$ cat src/rtl/seq_restoring_divider.sv
// Multi-cycle unsigned restoring divider: one shift/trial-subtract step per clock.
// Divide-by-zero returns all-ones quotient and the dividend as remainder.
module seq_restoring_divider #(
  parameter int unsigned WIDTH = 4
) (
  input  logic             clk,
  input  logic             reset,
  input  logic             start,
  input  logic [WIDTH-1:0] dividend,
  input  logic [WIDTH-1:0] divisor,
  output logic             busy,
  output logic             done,
  output logic [WIDTH-1:0] quotient,
  output logic [WIDTH-1:0] remainder,
  output logic             div_by_zero
);

  localparam int unsigned CW = $clog2(WIDTH);

  typedef enum logic [1:0] {
    IDLE = 2'd0,
    CALC = 2'd1,
    DONE = 2'd2
  } state_t;

  state_t           state_q, state_d;
  logic [WIDTH-1:0] q_q, q_d;
  logic [WIDTH-1:0] r_q, r_d;
  logic [WIDTH-1:0] dv_q, dv_d;
  logic [CW-1:0]    cnt_q, cnt_d;
  logic [WIDTH-1:0] quot_q, quot_d;
  logic [WIDTH-1:0] rem_q, rem_d;
  logic             dbz_q, dbz_d;
  logic             busy_q, busy_d;
  logic             done_q, done_d;

  logic [WIDTH:0]   r_shift;
  logic [WIDTH:0]   trial;

  // Shifted partial remainder and trial subtraction R' - D as R' + ~D + 1
  assign r_shift = {r_q, q_q[WIDTH-1]};
  assign trial   = r_shift + ~{1'b0, dv_q} + (WIDTH+1)'(1);

  always_ff @(posedge clk or posedge reset) begin
    if (reset) begin
      state_q <= IDLE;
      q_q     <= '0;
      r_q     <= '0;
      dv_q    <= '0;
      cnt_q   <= '0;
      quot_q  <= '0;
      rem_q   <= '0;
      dbz_q   <= 1'b0;
      busy_q  <= 1'b0;
      done_q  <= 1'b0;
    end else begin
      state_q <= state_d;
      q_q     <= q_d;
      r_q     <= r_d;
      dv_q    <= dv_d;
      cnt_q   <= cnt_d;
      quot_q  <= quot_d;
      rem_q   <= rem_d;
      dbz_q   <= dbz_d;
      busy_q  <= busy_d;
      done_q  <= done_d;
    end
  end

  always_comb begin
    state_d = state_q;
    q_d     = q_q;
    r_d     = r_q;
    dv_d    = dv_q;
    cnt_d   = cnt_q;
    quot_d  = quot_q;
    rem_d   = rem_q;
    dbz_d   = dbz_q;

    case (state_q)
      IDLE: begin
        if (start) begin
          dv_d = divisor;
          if (divisor == '0) begin
            quot_d  = '1;
            rem_d   = dividend;
            dbz_d   = 1'b1;
            state_d = DONE;
          end else begin
            q_d     = dividend;
            r_d     = '0;
            cnt_d   = '0;
            state_d = CALC;
          end
        end
      end
      CALC: begin
        cnt_d = cnt_q + CW'(1);
        // Non-negative trial keeps the difference and shifts in a quotient 1
        if (!trial[WIDTH]) begin
          r_d = trial[WIDTH-1:0];
          q_d = {q_q[WIDTH-2:0], 1'b1};
        end else begin
          r_d = r_shift[WIDTH-1:0];
          q_d = {q_q[WIDTH-2:0], 1'b0};
        end
        if (cnt_q == CW'(WIDTH - 1)) begin
          quot_d  = q_d;
          rem_d   = r_d;
          dbz_d   = 1'b0;
          state_d = DONE;
        end
      end
      DONE: state_d = IDLE;
      default: state_d = IDLE;
    endcase

    busy_d = (state_d == CALC);
    done_d = (state_d == DONE);
  end

  assign busy        = busy_q;
  assign done        = done_q;
  assign quotient    = quot_q;
  assign remainder   = rem_q;
  assign div_by_zero = dbz_q;

endmodule

$ cat config.mk
export PLATFORM = sky130hd
export DESIGN_NAME = seq_restoring_divider
export DESIGN_NICKNAME = d
export VERILOG_FILES = /design/src/rtl/seq_restoring_divider.sv
export SDC_FILE = /design/constraint.sdc
export NUM_CORES = 1
export LEC_CHECK = 0
export CORE_MARGIN = 1.5
export CORE_UTILIZATION = 47
export CTS_CLUSTER_DIAMETER = 60
export DETAILED_ROUTE_END_ITERATION = 12
export MAX_ROUTING_LAYER = met4
export PLACE_DENSITY_LB_ADDON = 0.2
export SYNTH_ARGS = -nofsm -noshare
export SYNTH_HDL_FRONTEND = slang
export SYNTH_SLANG_ARGS = --single-unit
$ cat constraint.sdc
create_clock -name clk -period 2.1 [get_ports clk]
set_clock_uncertainty 0.05 [all_clocks]
set_input_delay 0.63 -clock clk [delete_from_list [all_inputs] [get_ports clk]]
set_output_delay 0.63 -clock clk [all_outputs]
set_load 0.005 [all_outputs]
==> out/qor.csv <==
metric,value,unit
cts_buffers,3,
drt-initial-drc-count,39,
ys_types,37,
grt.total_usage,0.2192,
drc,0,
total_power,3255,uW
routedWlPerCell,15.22,um
ys_top_cells_by_area,"dfrtp_1 (48%), ha_1 (4.4%), mux2i_1 (4.2%), nand2_1 (3.4%), a21oi_1 (3.2%)",
grt_pass1_vias,1219,
synth_warnings,0,
drive_above_1_share,0.2515,
cts_num_sinks,27,
dp.cells,197,
slew_viol_final,0,
ys_seq_elements,27,
critical-path-top-delay-family,adder cells,
cpMaxStageDelayCell,dfrtp_1,
cap_violations,0,
synth_edf_count,0,
fin_cells,202,
synth_top_area_frac,0.4766,
grt-ovfl-total,0,
synth_top_area_cell,dfrtp_1,
grt_pass1_wl,5451,um
p_per_area,1721,nW/um2
start_util,0.5054,
grt_max_degree,28,
grt_setup_unrepaired,true,
place_hpwl,2300,um
gp_congestion,0.7685,
cp_common_cell,nand2b_4,
cp_data_required_time,2.24,ns
clockBufferDepth,2,
cp-end-kind,flip-flop,
syn_avg_cell_area,10.50,um2
layout_common_cells,"dfrtp_1 (27), clkdlybuf4s50_1 (21), buf_4 (13), nand2_1 (12), o21ai_0 (9)",
cts_tree,done,
area_delta_synth_final,33.45,%
nets,189,
synth_nets,152,
num_rows,19,
critPathMaxStageDelay,0.44,ns
htreeDepth,1,
setup_violations,0,
io_buffer_count,21,
core_area,2805,um2
tightest_slew,0.6189,ns
final_hold_viol_count,0,
via_per_inst,5.604,
synth_seq_area_share,0.4766,
finalSetupTns,0,ns
diodes,0,
async_flop_share,1.000,
min_period,2.057,ns
postRouteAntennaNets,0,
drt_wl_total,3074,um
crit_fanout,7,
antenna_found_initial,0,
crit_type,flip-flop to flip-flop,
vias,1132,
cts_root_buf,clkbuf_4,
max-slew-margin-rel,0.5874,
netlist_instances,135,
status,"finished, final reports clean",
path_cells,ha_4 > fa_2 > nand2b_4 > a21oi_2 > buf_6 > xor2_4 > nand2b_4 > a41oi_2,
min_path_type,flip-flop to flip-flop,
cp_num_buf_inv,1,
clk_pin_slew_worst_paths,0.15,ns
multi_input_area,770.7,um2
die_area,3355,um2
die_x,57.92,um
max_freq,0.4862,GHz
seqCellArea,675.6,um2
crit_path_start_kind,flip-flop,
io_pins,22,
worstPathArrival,2.20,ns
layout_commonest_cell,dfrtp_1,
power_leakage,0.0008169,uW
first_pass_iters,6,
ir_drop,0.8270,mV
die_h,57.92,um
fin_crit_sh,0.9794,
ys.flop_type,dfrtp_1,
synth_area,1418,um2
worst_skew_pair.late_latency,0.32,ns
fillCellCount,220,
-- registers in the layout, indices dropped and copies added (netlist names) --
name / count
r_q: 4
remainder: 4
cnt_q: 2
quotient: 4
busy: 1
q_q: 4
state_q: 2
done: 1
div_by_zero: 1
dv_q: 4
-- path summary, 6_finish.rpt --
| path | start | endpoint | slack, ns | cells past startpoint |
|---|---|---|---|---|
| max in group asynchronous | reset | quotient[1]$_DFFE_PP0P_ | 1.15 | 3 |
| min in group asynchronous | reset | dv_q[0]$_DFFE_PP0P_ | 0.60 | 3 |
| worst min-delay path | quotient[2]$_DFFE_PP0P_ | quotient[2]$_DFFE_PP0P_ | 0.46 | 1 |
| worst max register to register | dv_q[0]$_DFFE_PP0P_ | remainder[3]$_DFFE_PP0P_ | 0.04 | 8 |
| worst min register to register | quotient[2]$_DFFE_PP0P_ | quotient[2]$_DFFE_PP0P_ | 0.46 | 1 |
| worst max-delay path | dv_q[0]$_DFFE_PP0P_ | remainder[3]$_DFFE_PP0P_ | 0.04 | 8 |
-- synth_stat cells (2+ instances only) --
library cell  count
dfrtp_1          27
a211oi_1          3
nand3_1           4
buf_4             2
nor3b_2           2
nand3b_1          5
a211o_1           3
nand2b_1          2
o21ai_0           9
nand2_1          13
a21oi_1           9
inv_1             8
mux2i_1           6
ha_1              5
xor2_1            2
o22a_1            3
nor2_1            8
or3_1             4
o22ai_1           2
-- layer usage --
metal  vias to the layer above  global-route usage  routed length, um
li1                        553                   -                  -
met1                       552              0.2870               1419
met2                        25              0.3506               1539
met3                         2             0.02455                 91
met4                         0             0.08638                 24
met5                         -                   -                  0
-- metrics by stage --
step | worst slack [ns] | utilization | area (um2) | hold WS (ns)
floorplan | 0.03053 | - | 1418 | 0.4134
global placement | -0.05010 | 0.6267 | 1758 | 0.4211
detailed placement | -0.1188 | 0.6267 | 1758 | 0.4313
CTS | 0.005312 | 0.6454 | 1810 | 0.4653
global route | -0.01451 | 0.6744 | 1892 | 0.4964
finish | 0.04327 | 0.6744 | 1892 | 0.4553
-- worst reg2reg max path, cell delays in order, from the launching register on --
cell and delay [ns]:
dfrtp_1 0.44, ha_4 0.18, fa_2 0.36, nand2b_4 0.15, a21oi_2 0.14, buf_6 0.16, xor2_4 0.19, nand2b_4 0.17
a41oi_2 0.10
-- layout make-up --
class,instances,area share
Timing Repair Buffer,37,0.1852
Sequential cell,27,0.3571
Clock buffer,4,0.01389
Inverter,8,0.01587
Multi-Input combinational cell,95,0.4074
Tap cell,31,0.02050
-- where the power goes --
group / switching, uW / leakage (uW) / internal, uW / total, uW
Sequential: 202 / 0.000321 / 766 / 968
Clock: 150 / 0.0000150 / 74.3 / 224
Combinational: 971 / 0.000481 / 1090 / 2060
Total: 1320 / 0.000817 / 1930 / 3250
-- timing repair --
action,CTS,global route
setup buffers,0,1
hold buffers,0,0
setup endpoints to repair,6,8
gates resized for setup,6,15
pin swaps,0,6
-- cells by family (layout without fill, tap and decap cells) --
family,after synthesis,after routing,share of synthesized area
flops,27,27,0.4766
simple gates,42,42,0.1748
mux,7,7,0.05031
compound gates,37,37,0.1765
buf+inv,13,49,0.04501
fa+ha+maj,6,6,0.05825
xor+xnor,3,3,0.01854
No activity file was read; power rests on OpenSTA's default activity.
